File: config.mk
export PLATFORM = sky130hd
export DESIGN_NAME = npu_task_sequencer
export DESIGN_NICKNAME = d
export VERILOG_FILES = /design/src/rtl/npu_task_sequencer.sv
export SDC_FILE = /design/constraint.sdc
export NUM_CORES = 1
export LEC_CHECK = 0
export CAP_MARGIN = 10
export CORE_UTILIZATION = 42
export DETAILED_ROUTE_END_ITERATION = 6
export DONT_BUFFER_PORTS = 1
export PLACE_DENSITY_LB_ADDON = 0.3
export SETUP_SLACK_MARGIN = 0.02
export SYNTH_ARGS = -nofsm -noshare
export SYNTH_HDL_FRONTEND = slang
export SYNTH_SLANG_ARGS = --single-unit
File: constraint.sdc
create_clock -name clk -period 3.39 [get_ports clk]
set_input_delay 0.8475 -clock clk [delete_from_list [all_inputs] [get_ports clk]]
set_output_delay 0.8475 -clock clk [all_outputs]
set_load 0.1 [all_outputs]
File: src/rtl/npu_task_sequencer.sv
// npu_task_sequencer
//   Queued task sequencer for the NPU control path. Commands (LOAD, COMPUTE,
//   STORE, NOP) are pushed into a QDEPTH-entry FIFO and executed one at a
//   time; each returns a completion record (id, err).
//
// Ports
//   clk, rst_n                 clock, asynchronous active-low reset
//   cmd_*                      command push port (valid/ready)
//   done_*                     completion record port (valid/ready)
//   dma_*                      DMA request/response port (one read outstanding)
//   gb_*                       global buffer strobe port (read data 1 cycle later)
//   pe_start, pe_done          PE array trigger and completion pulse
//   busy                       FSM active or FIFO non-empty
//   q_count                    FIFO occupancy
module npu_task_sequencer #(
  parameter int unsigned DATA_W = 16,
  parameter int unsigned ADDR_W = 32,
  parameter int unsigned LEN_W  = 16,
  parameter int unsigned ID_W   = 8,
  parameter int unsigned QDEPTH = 4,
  parameter int unsigned STRIDE = 2
) (
  input  logic                      clk,
  input  logic                      rst_n,
  input  logic                      cmd_valid,
  output logic                      cmd_ready,
  input  logic [2:0]                cmd_opcode,
  input  logic [ADDR_W-1:0]         cmd_src,
  input  logic [ADDR_W-1:0]         cmd_dst,
  input  logic [LEN_W-1:0]          cmd_len,
  input  logic [ID_W-1:0]           cmd_id,
  output logic                      done_valid,
  input  logic                      done_ready,
  output logic [ID_W-1:0]           done_id,
  output logic                      done_err,
  output logic                      dma_req,
  output logic                      dma_we,
  output logic [ADDR_W-1:0]         dma_addr,
  output logic [DATA_W-1:0]         dma_wdata,
  input  logic                      dma_gnt,
  input  logic                      dma_rvalid,
  input  logic [DATA_W-1:0]         dma_rdata,
  output logic                      gb_ce,
  output logic                      gb_we,
  output logic [ADDR_W-1:0]         gb_addr,
  output logic [DATA_W-1:0]         gb_wdata,
  input  logic [DATA_W-1:0]         gb_rdata,
  output logic                      pe_start,
  input  logic                      pe_done,
  output logic                      busy,
  output logic [$clog2(QDEPTH):0]   q_count
);

  localparam int unsigned        PW   = $clog2(QDEPTH);
  localparam logic [PW:0]        FULL = (PW+1)'(QDEPTH);
  localparam logic [ADDR_W-1:0]  STEP = ADDR_W'(STRIDE);

  localparam logic [2:0] OP_LOAD    = 3'b000;
  localparam logic [2:0] OP_COMPUTE = 3'b001;
  localparam logic [2:0] OP_STORE   = 3'b010;
  localparam logic [2:0] OP_NOP     = 3'b111;

  typedef enum logic [2:0] {
    IDLE, LD_REQ, LD_WAIT, ST_RD, ST_WR, PE_WAIT, DONE
  } state_t;

  // Command FIFO
  logic [2:0]        q_op  [QDEPTH];
  logic [ADDR_W-1:0] q_src [QDEPTH];
  logic [ADDR_W-1:0] q_dst [QDEPTH];
  logic [LEN_W-1:0]  q_len [QDEPTH];
  logic [ID_W-1:0]   q_id  [QDEPTH];
  logic [PW-1:0]     wr_ptr, rd_ptr;
  logic              push, pop;

  state_t            state;
  logic [ADDR_W-1:0] src_a, dst_a;
  logic [LEN_W-1:0]  len_r, k, k_nxt;
  logic              more;
  logic [ID_W-1:0]   id_r;
  logic              err_r;
  logic [DATA_W-1:0] held;
  logic              st_first;
  logic              gbw_pend;
  logic [ADDR_W-1:0] gbw_addr;
  logic [DATA_W-1:0] gbw_data;

  assign cmd_ready = (q_count < FULL);
  assign push      = cmd_valid & cmd_ready;
  assign pop       = (state == IDLE) && (q_count != '0);
  assign busy      = (state != IDLE) || (q_count != '0);
  assign pe_start  = pop && (q_op[rd_ptr] == OP_COMPUTE);

  // k < len always holds while a word is in flight, so k+1 cannot overflow
  // even for len = 2^LEN_W-1.
  assign k_nxt = k + 1'b1;
  assign more  = k_nxt < len_r;

  always_ff @(posedge clk) begin
    if (push) begin
      q_op[wr_ptr]  <= cmd_opcode;
      q_src[wr_ptr] <= cmd_src;
      q_dst[wr_ptr] <= cmd_dst;
      q_len[wr_ptr] <= cmd_len;
      q_id[wr_ptr]  <= cmd_id;
    end
  end

  always_ff @(posedge clk or negedge rst_n) begin
    if (!rst_n) begin
      wr_ptr  <= '0;
      rd_ptr  <= '0;
      q_count <= '0;
    end else begin
      if (push) wr_ptr <= wr_ptr + 1'b1;
      if (pop)  rd_ptr <= rd_ptr + 1'b1;
      case ({push, pop})
        2'b10:   q_count <= q_count + 1'b1;
        2'b01:   q_count <= q_count - 1'b1;
        default: ;
      endcase
    end
  end

  // Addresses are kept as running pointers stepped by STRIDE per word,
  // which equals base + k*STRIDE modulo 2^ADDR_W.
  always_ff @(posedge clk or negedge rst_n) begin
    if (!rst_n) begin
      state    <= IDLE;
      src_a    <= '0;
      dst_a    <= '0;
      len_r    <= '0;
      k        <= '0;
      id_r     <= '0;
      err_r    <= 1'b0;
      held     <= '0;
      st_first <= 1'b0;
      gbw_pend <= 1'b0;
      gbw_addr <= '0;
      gbw_data <= '0;
    end else begin
      gbw_pend <= 1'b0;
      case (state)
        IDLE: begin
          if (pop) begin
            src_a <= q_src[rd_ptr];
            dst_a <= q_dst[rd_ptr];
            len_r <= q_len[rd_ptr];
            id_r  <= q_id[rd_ptr];
            k     <= '0;
            err_r <= 1'b0;
            case (q_op[rd_ptr])
              OP_LOAD:    state <= (q_len[rd_ptr] == '0) ? DONE : LD_REQ;
              OP_STORE:   state <= (q_len[rd_ptr] == '0) ? DONE : ST_RD;
              OP_COMPUTE: state <= PE_WAIT;
              OP_NOP:     state <= DONE;
              default: begin
                state <= DONE;
                err_r <= 1'b1;
              end
            endcase
          end
        end
        LD_REQ: begin
          if (dma_gnt) state <= LD_WAIT;
        end
        LD_WAIT: begin
          // The buffer write strobe is issued one cycle after rvalid from
          // registered copies; throughput stays at 2 cycles/word.
          if (dma_rvalid) begin
            gbw_pend <= 1'b1;
            gbw_addr <= dst_a;
            gbw_data <= dma_rdata;
            k        <= k_nxt;
            src_a    <= src_a + STEP;
            dst_a    <= dst_a + STEP;
            state    <= more ? LD_REQ : DONE;
          end
        end
        ST_RD: begin
          st_first <= 1'b1;
          state    <= ST_WR;
        end
        ST_WR: begin
          st_first <= 1'b0;
          if (st_first) held <= gb_rdata;
          if (dma_gnt) begin
            k     <= k_nxt;
            src_a <= src_a + STEP;
            dst_a <= dst_a + STEP;
            state <= more ? ST_RD : DONE;
          end
        end
        PE_WAIT: begin
          if (pe_done) state <= DONE;
        end
        DONE: begin
          if (done_ready) state <= IDLE;
        end
        default: state <= IDLE;
      endcase
    end
  end

  // Outputs decode only registered state; the single exception is the
  // store write data, which forwards gb_rdata in the cycle it is valid.
  always_comb begin
    dma_req    = 1'b0;
    dma_we     = 1'b0;
    dma_addr   = '0;
    dma_wdata  = '0;
    gb_ce      = 1'b0;
    gb_we      = 1'b0;
    gb_addr    = '0;
    gb_wdata   = '0;
    done_valid = 1'b0;
    done_id    = '0;
    done_err   = 1'b0;
    case (state)
      LD_REQ: begin
        dma_req  = 1'b1;
        dma_addr = src_a;
      end
      ST_RD: begin
        gb_ce   = 1'b1;
        gb_addr = src_a;
      end
      ST_WR: begin
        dma_req   = 1'b1;
        dma_we    = 1'b1;
        dma_addr  = dst_a;
        dma_wdata = st_first ? gb_rdata : held;
      end
      DONE: begin
        done_valid = 1'b1;
        done_id    = id_r;
        done_err   = err_r;
      end
      default: ;
    endcase
    if (gbw_pend) begin
      gb_ce    = 1'b1;
      gb_we    = 1'b1;
      gb_addr  = gbw_addr;
      gb_wdata = gbw_data;
    end
  end

endmodule
==> key figures, run 1 <==
Logic synthesis
  – #FFs+latches synth: between 500 and 600
  – Synth area leaders: edfxtp_1 (46%), dfrtp_1 (19%), mux4_2 (8.0%)
  – Post-Syn Area: roughly 24000 um^2
  – Syn Area/Cell: 14.7 um^2
  – Post-synth top flop: edfxtp_1
  – Synth top area share: 0.461
  – Post-synth top area cell: edfxtp_1
  – Post-synth EDFFs: 364
  – Sequential-to-total area share from yosys stat: 0.652
  – Mapped Nets: 1766
  – Count leader, synth: edfxtp_1
  – Synth cell types: 71
  – Yosys warnings: 0
  – Ys async rst share: 0.332
  – Synth cell count leaders: edfxtp_1 (364), dfrtp_1 (181), nor2_1 (116)
  – Cells after synthesis: ~1600

Critical path
  – Most common cell on crit path: buf_4
  – R2r setup slk: 0.37 ns
  – CP Buf/Inv Count: 2
  – RR Endpoint: state[2]$_DFFE_PN0P_
  – Startpoint type of the worst setup path: flop
  – Required time worst endpoint: around 2.5 ns
  – CP max FO: 50
  – Worst path slowest cell: dfrtp_4
  – WS Path Type: reg -> out
  – Worst reg2reg path startpoint: k[0]$_DFFE_PN0P_
  – Cells on worst reg2reg path: 13
  – Setup crit start: gbw_pend$_DFF_PN0_
  – Crit path cell chain: a21oi_4, buf_4, nor2_2, buf_4
  – Crit path DAT: 2.40 ns
  – Worst path max stage delay: 0.76 ns
  – CP top delay family: flip-flops
  – Setup crit end kind: output pin

Timing
  – Count of pins over their slew limit: 0
  – Final hold vios: about 180
  – Setup WS post-layout: 0.147 ns
  – Unrepaired setup endpoints after global routing: yes
  – Final period util: 0.957
  – Setup TNS: 0 ns
  – Worst slew pin tran: around 1.0 ns
  – Count of final setup violators: 0
  – Clock Skew: between 0.02 and 0.03 ns
  – Minimum clock period: around 3.2 ns
  – Hold slack: -0.0574 ns
  – F_max: 308 MHz
  – Slew HR: 0.325

Die
  – Die ar.: 57400 um^2
  – Io pins: 246
  – Rows: 86
  – Initial core utilization: 0.428
  – Core area: 55400 um^2
  – Die height: 240 um
  – Die W: ~240 um

Place
  – DP HPWL: about 40000 um
  – Place WS: between 0.4 and 0.5 ns
  – Gpl congestion: 0.881
  – Placed inst area: 26400 um^2
  – # placed instances: between 2000 and 2500
  – I/O Buffers: 0

Outcome
  – Status: complete, but fails checks
  – Failing checks: negative hold slack

Detailed routing
  – Vias per cell: 5.64
  – WL/cell: approximately 23 um
  – ANT nets after route: 0
  – Pre-antenna DRT Iters: 5
  – Via Count: 14300
  – DRC viols: 0
  – 1st-iter DRT viols: 1199
  – Wirelength, routed: 58400 um

GRT
  – Grt total ovfl: 0
  – Global-route wire length before repair: between 80000 and 90000 um
  – Largest net degree at the start of global routing: between 150 and 200
  – Vias in the first global route: 14400
  – GRT Overall Usage: 0.207
  – Initial antenna violation count: 0

Clock network
  – Clk sinks: 545
  – CTS clk-pin slew, worst paths: about 0.06 ns
  – Skew-Pair Late Insertion Delay: a little over 0.6 ns
  – CTS tree: yes
  – CTS root buffer: clkbuf_16
  – CTS Buf Count: 56
  – H-tree Lvls: 2
  – Max Root-Sink Buffers: 3

Power
  – Max VDD drop: slightly above 700 uV
  – Post-layout power: 29.9 mW
  – Pwr per Cell Area: 1060 nW/um^2
  – Leakage: 10.3 nW

Final layout
  – FILL cells: 4615
  – Area of the multi-input gates: 7880 um^2
  – Final instance area: 28200 um^2
  – Post-route insts no fill: roughly 2500
  – Final #Nets: 1894
  – Finished Core Util: 0.510
  – Sequential cell area: 15500 um^2
  – Layout cell share with drive strength beyond 1: 0.284
  – Area grow syn2layout: 19.1%

Worst hold path
  – Worst hold path class: in -> async

Run
  – Max Cap Violations: 0
[layout make-up]
| cell class | count | area share |
|---|---|---|
| diodes | 2 | 0.000177 |
| inverters | 40 | 0.00540 |
| clock buffers | 66 | 0.0513 |
| multi-input cells | 925 | 0.279 |
| flip-flops and latches | 545 | 0.548 |
| clock inverters | 39 | 0.0123 |
| well taps | 748 | 0.0331 |
| repair buffers | 172 | 0.0709 |
[logic make-up after synthesis]
group,Yosys count,synth area share
AOI/OAI and AO/OA,290,0.0772
xor gates and xnor gates,21,0.00776
adders and majority gates,24,0.0130
buffers and inverters,142,0.0255
DFF,545,0.652
muxes,227,0.149
and+or+nand+nor,363,0.0750
[layer usage]
layer / global-route usage / vias to the layer above / part of all wire
met5: 0 / - / 0
met4: 0.0594 / 0 / 0.023
met3: 0.0623 / 89 / 0.088
met2: 0.305 / 511 / 0.44
met1: 0.295 / 7279 / 0.45
li1: - / 6427 / -
[how the worst max path moves through the flow]
stage | cells after the start | slack [ns] | endpoint
2_1_floorplan | 5 | -0.53 | dma_addr[11]
3_3_place_gp | 13 | 0.46 | state[2]$_DFFE_PN0P_
3_5_place_dp | 13 | 0.42 | state[2]$_DFFE_PN0P_
4_1_cts | 5 | 0.03 | dma_addr[24]
5_1_grt | 7 | 0.01 | dma_addr[11]
6_report | 4 | 0.15 | gb_addr[8]
[worst reg2reg max path, stage by stage (launching register included)]
cell and delay (ns):
dfrtp_1 0.41, ha_1 0.29, nand3_1 0.08, or3_1 0.41
nor2_2 0.21, nand3_1 0.14, xnor2_1 0.21, ha_1 0.28
nand2_1 0.07, nor2_1 0.04, a211oi_1 0.25, o211ai_1 0.15
a21boi_0 0.21, o221ai_1 0.13
[report_power, final]
group          switching (mW)  internal [mW]  total [mW]
registers                1.34           8.83        10.2
clock network            2.58           3.38        5.96
logic                    8.79           5.00        13.8
[registers in the layout (all words and copies together) (netlist names), 3 cells and up]
register	flops
q_dst	128
q_src	128
q_len	64
dst_a	32
gbw_addr	32
q_id	32
src_a	32
gbw_data	16
held	16
k	16
len_r	16
q_op	12
id_r	8
q_count	3
state	3
[cell usage in the layout, fill, tap and decap left out, types with 38 or more instances in the layout]
master / count
buf_4: 114
dfrtp_1: 178
buf_12: 56
mux2_2: 84
nor2_2: 42
inv_1: 38
edfxtp_1: 364
mux2i_1: 52
nand2_1: 92
o21ai_0: 79
mux4_2: 84
nand3_1: 44
a21oi_1: 79
clkbuf_16: 56
nor2_1: 65
[repair_timing]
action	CTS	global route
resized for setup	0	4
endpoints found under the hold margin	181	181
setup buffers	1	2
setup endpoints to repair	1	57
No activity file was read; power rests on OpenSTA's default activity.
==> inputs of run 2 (changes only) <==
- REMOVE_ABC_BUFFERS: default -> 1
- SKIP_LAST_GASP: default -> 1
==> key figures, run 2 (same netlist as run 1, synthesis figures left out) <==
Final layout
  – Final #Nets: 1878 (-0.84%)
  – FILL cells: 4649 (+0.74%)
  – Area grow syn2layout: 19.1% (about the same)
  – Final instance area: 28200 um^2 (about the same)
  – Most frequent cells in the layout: edfxtp_1 (364), dfrtp_1 (177), buf_4 (103)
  – Sequential cell area: 15500 um^2 (about the same)
  – Finished Core Util: 0.509 (about the same)
  – N_diodes: 0 (-2)
  – Biggest regs: q_dst x128, q_src x128, q_len x64
  – Layout cell share with drive strength beyond 1: 0.283 (-0.00170)
  – Area of the multi-input gates: 7830 um^2 (-0.59%)
  – Most common cell after layout, fill and taps aside: edfxtp_1

Die
  – Die W: 240 um (unchanged)
  – Rows: 86 (unchanged)
  – Die height: 240 um (unchanged)
  – Initial core utilization: 0.428 (unchanged)
  – Io pins: 246 (unchanged)
  – Die ar.: 57400 um^2 (unchanged)
  – Core area: 55400 um^2 (unchanged)

Detailed routing
  – DRC viols: 1 (+1)
  – WL/cell: 23.2 um (+0.86%)
  – Pre-antenna DRT Iters: 7 (+2)
  – ANT nets after route: 0 (unchanged)
  – 1st-iter DRT viols: 1057 (-12%)
  – Via Count: 14300 (-0.17%)
  – Wirelength, routed: 58500 um (+0.22%)
  – Vias per cell: 5.66 (+0.46%)

Worst hold path
  – Worst hold path class: in -> async

Critical path
  – WP depth: 6 (+2)
  – Required time worst endpoint: 2.54 ns (about the same)
  – CP top delay family: buffers and inverters
  – Setup crit end kind: output pin
  – Worst path max stage delay: 0.47 ns (-0.29 ns)
  – Cells on worst reg2reg path: 13 (unchanged)
  – CP max FO: 32 (-36%)
  – Crit path cell chain: inv_1, nand2_1, nor2_4, buf_12, a22o_1, buf_12
  – Most common cell on crit path: buf_12
  – Crit path DAT: 2.39 ns (about the same)
  – Worst path slowest cell: dfrtp_2
  – WS Path Type: reg -> out
  – Startpoint type of the worst setup path: flop
  – CP Buf/Inv Count: 3 (+1)

Clock network
  – Skew-Pair Late Insertion Delay: 0.64 ns (+0.02 ns)
  – CTS Buf Count: 57 (+1.8%)
  – CTS tree: yes
  – CTS clk-pin slew, worst paths: 0.06 ns (about the same)
  – H-tree Lvls: 2 (unchanged)
  – Clk sinks: 545 (unchanged)
  – Max Root-Sink Buffers: 3 (unchanged)
  – CTS root buffer: clkbuf_16

Timing
  – F_max: 308 MHz (about the same)
  – Minimum clock period: 3.24 ns (-0.00134 ns)
  – Count of final setup violators: 0 (unchanged)
  – Final hold vios: 120 (-34%)
  – Hold slack: -0.0679 ns (-0.0105 ns)
  – Unrepaired setup endpoints after global routing: no
  – Count of pins over their slew limit: 0 (unchanged)
  – Worst slew pin tran: 0.959 ns (-0.0535 ns)
  – Final period util: 0.956 (about the same)
  – Clock Skew: 0.0433 ns (+0.0173 ns)
  – Slew HR: 0.360 (+0.0356)

Place
  – I/O Buffers: 0 (unchanged)
  – Placed inst area: 26200 um^2 (-0.76%)
  – DP HPWL: 38100 um (-4.6%)
  – Gpl congestion: 0.794 (-9.8%)

GRT
  – Global-route wire length before repair: 89400 um (+0.53%)
  – Grt total ovfl: 0 (unchanged)
  – GRT Overall Usage: 0.208 (+0.000589)
  – Initial antenna violation count: 1 (+1)
  – Largest net degree at the start of global routing: 182 (unchanged)
  – Vias in the first global route: 14900 (+3.0%)

Power
  – Max VDD drop: 722 uV (+1.4%)
  – Leakage: 10.3 nW (+0.30%)
  – Pwr per Cell Area: 1070 nW/um^2 (+1.2%)

Outcome
  – Failing checks: design-rule violations, negative hold slack
  – Status: complete, but fails checks

Run
  – Max Cap Violations: 0 (unchanged)
run 2: cell types whose count changed in the layout (fill, tap and decap cells not counted), sizes merged:
cell / previous run / this run
buf: 172 / 154
bufinv: 4 / 11
clkbuf: 66 / 71
clkinv: 26 / 23
clkinvlp: 7 / 2
diode: 2 / 0
run 2: repair_timing:
action	4_1_cts	5_1_grt
buffers inserted	0	0
hold endpoints to repair	181	181
endpoints found under the setup margin	0	23
gates resized for setup	0	5
run 2: report_power, final:
part	internal, mW	switching [mW]	total (mW)
sequential	8.84	1.23	10.1
combinational	4.88	8.65	13.5
clock	4.04	2.65	6.69
total	17.8	12.5	30.3
run 2: routing by layer:
layer	GRT usage	share of wire	up-vias
li1	-	-	6397
met1	0.279	0.42	7358
met2	0.340	0.48	435
met3	0.0393	0.070	91
met4	0.0660	0.024	0
met5	0	0	-
run 2: final timing paths:
| kind | startpoint | to | slack [ns] |
|---|---|---|---|
| worst max-delay path | state[1]$_DFFE_PN0P_ | dma_addr[6] | 0.15 |
| worst min-delay path | rst_n | q_count[2]$_DFFE_PN0P_ | -0.07 |
| worst max register to register | k[3]$_DFFE_PN0P_ | state[2]$_DFFE_PN0P_ | 0.42 |
| worst min register to register | err_r$_DFFE_PN0P_ | err_r$_DFFE_PN0P_ | 0.48 |
| max in group asynchronous | rst_n | id_r[7]$_DFFE_PN0P_ | 3.03 |
| min in group clk | cmd_src[7] | q_src[2][7]$_DFFE_PP_ | 0.30 |
run 2: metrics by stage:
step	total power, mW	hold slack, ns	setup slack, ns	TNS, ns	cells
after global placement	23.5	0.467	0.486	0	2413
final	30.3	-0.0679	0.148	0	2521
after floorplan	19.5	0.442	-3.17	-426.21	1510
after CTS	30.6	-0.106	0.0212	0	2521
after global routing	31.8	-0.0953	0.0425	0	2521
after detailed placement	23.8	0.466	0.413	0	2413
run 2: worst register-to-register path, stage by stage, from the launching register on:
cell and delay (ns):
dfrtp_1 0.45, nand4_1 0.24, nor2_2 0.20, and4_2 0.29, nand3_1 0.17, nor2_1 0.22, xor2_1 0.18, ha_1 0.27
nand2_1 0.07, nor2_1 0.04, a211oi_1 0.25, o211ai_1 0.15, a21boi_0 0.19, o221ai_1 0.12
run 2: final cells by class:
| type | count | share of cell area |
|---|---|---|
| flip-flops and latches | 545 | 0.548 |
| multi-input cells | 925 | 0.277 |
| repair buffers | 155 | 0.0644 |
| clock buffers | 70 | 0.0541 |
| well taps | 748 | 0.0332 |
| clock inverters | 38 | 0.0174 |
| inverters | 40 | 0.00541 |
==> inputs of run 3 (changes only) <==
- SLEW_MARGIN: default -> 5
==> results of run 3 <==
Final layout, timing and power as in run 2 (identical DEF).
==> edit (settings of run 3) <==
The 7 states of `state_t` get a Gray code encoding in 3 bits.
--- a/src/rtl/npu_task_sequencer.sv
+++ b/src/rtl/npu_task_sequencer.sv
@@ -61,7 +61,7 @@
   localparam logic [2:0] OP_NOP     = 3'b111;
 
   typedef enum logic [2:0] {
-    IDLE, LD_REQ, LD_WAIT, ST_RD, ST_WR, PE_WAIT, DONE
+    IDLE = 3'b000, LD_REQ = 3'b001, LD_WAIT = 3'b011, ST_RD = 3'b010, ST_WR = 3'b110, PE_WAIT = 3'b111, DONE = 3'b101
   } state_t;
 
   // Command FIFO
Check against the original RTL: no difference found for any inputs over 4 cycles, from zero or initial values and one cycle with rst_n low; so few cycles prove little.
==> edit against run 3 <==
The run ends with negative hold slack left; register-to-register slack got worse by 0.10 ns; setup slack improved by 0.015 ns; sequential cell count unchanged; sequential share of layout area decreased by 0.65 points; wire length increased by 3.5%; count of clock-buffer cells in the layout decreased by 6; via count increased by 3.9%; area after synthesis decreased by 0.66%; first-iteration DRC count increased by 19%; design area increased by 1.2%; total power decreased by 5.4%; global-route usage increased by 0.86 points.
==> edit: results (changes against run 3) <==
[status]
status=finished, violations left
violations=negative hold slack

[logic_synthesis]
synthTopCellsByArea=edfxtp_1 46%, dfrtp_1 19%, mux4_2 7.3%
muxShareOfSynthArea=0.1054  ; -0.04401
synth_cell_types=81  ; +14%
synth_area_per_cell_um2=14.15  ; -3.8%
synth_fa_ha_area_frac=0.01307  ; +0.00008624

[drt]
vias_per_cell=5.755  ; +1.6%
wl_met1_um=25200  ; +1.8%
dr.pass1.iters=5  ; -2
routed_wl_um=60580  ; +3.5%
wl_per_cell_um=23.51  ; +1.2%
drt_iter0_markers=1257  ; +19%

[grt]
grt_pass1_wl_um=92290  ; +3.2%
grt_pass1_vias=14780  ; -0.65%
met1_usage=0.2951  ; +0.01600
grt_util_met3=0.05566  ; +0.01636
met2_usage=0.3406  ; +0.0007239
antenna_found_initial=3  ; +2

[worst_setup_path]
path_max_fanout=12  ; -63%
path_delay_family=simple AND/OR/NAND/NOR gates
critPathMaxStageDelay_ns=0.50  ; +0.03 ns
r2r_setup_slack_ns=0.32  ; -0.10 ns

[sta]
finalHoldViolations=173  ; +44%
whs_ns=-0.07260  ; -0.004731 ns

[placement]
place.gp.congestion=0.8356  ; +5.2%
dp_hpwl_um=39270  ; +3.2%
dp.cells=2467  ; +2.2%
place_area_um2=26590  ; +1.5%

[layout]
finish.utilization=0.5176  ; +0.008107
drive_gt1_frac=0.2210  ; -0.06157
fin_nets=1934  ; +3.0%
nFillCells=4528  ; -2.6%

[cts]
worst_skew_pair.late_latency_ns=0.62  ; -0.02 ns

-- edit: how the worst max path moves through the flow --
stage / to / slack, ns / depth (start not counted) / from
2_1_floorplan: pe_start / -3.40 / 3 / rd_ptr[0]
3_3_place_gp: pe_start / 0.43 / 4 / rd_ptr[0]
3_5_place_dp: state[2] / 0.41 / 12 / k[0]
4_1_cts: pe_start / -0.0003 / 4 / rd_ptr[0]
5_1_grt: gb_addr[8] / 0.05 / 6 / state[0]
6_report: pe_start / 0.16 / 5 / rd_ptr[0]
-- edit: layout make-up --
type	instances	area share
well taps	748	0.03276
inverters	42	0.005518
repair buffers	162	0.08623
multi-input cells	972	0.2654
clock buffers	64	0.05120
clock inverters	43	0.01725
diodes	1	0.00008759
flip-flops and latches	545	0.5416
-- edit: power by group --
group | internal, mW | switching, mW
registers | 8.66 | 1.17
logic | 4.37 | 7.92
clock network | 3.87 | 2.65
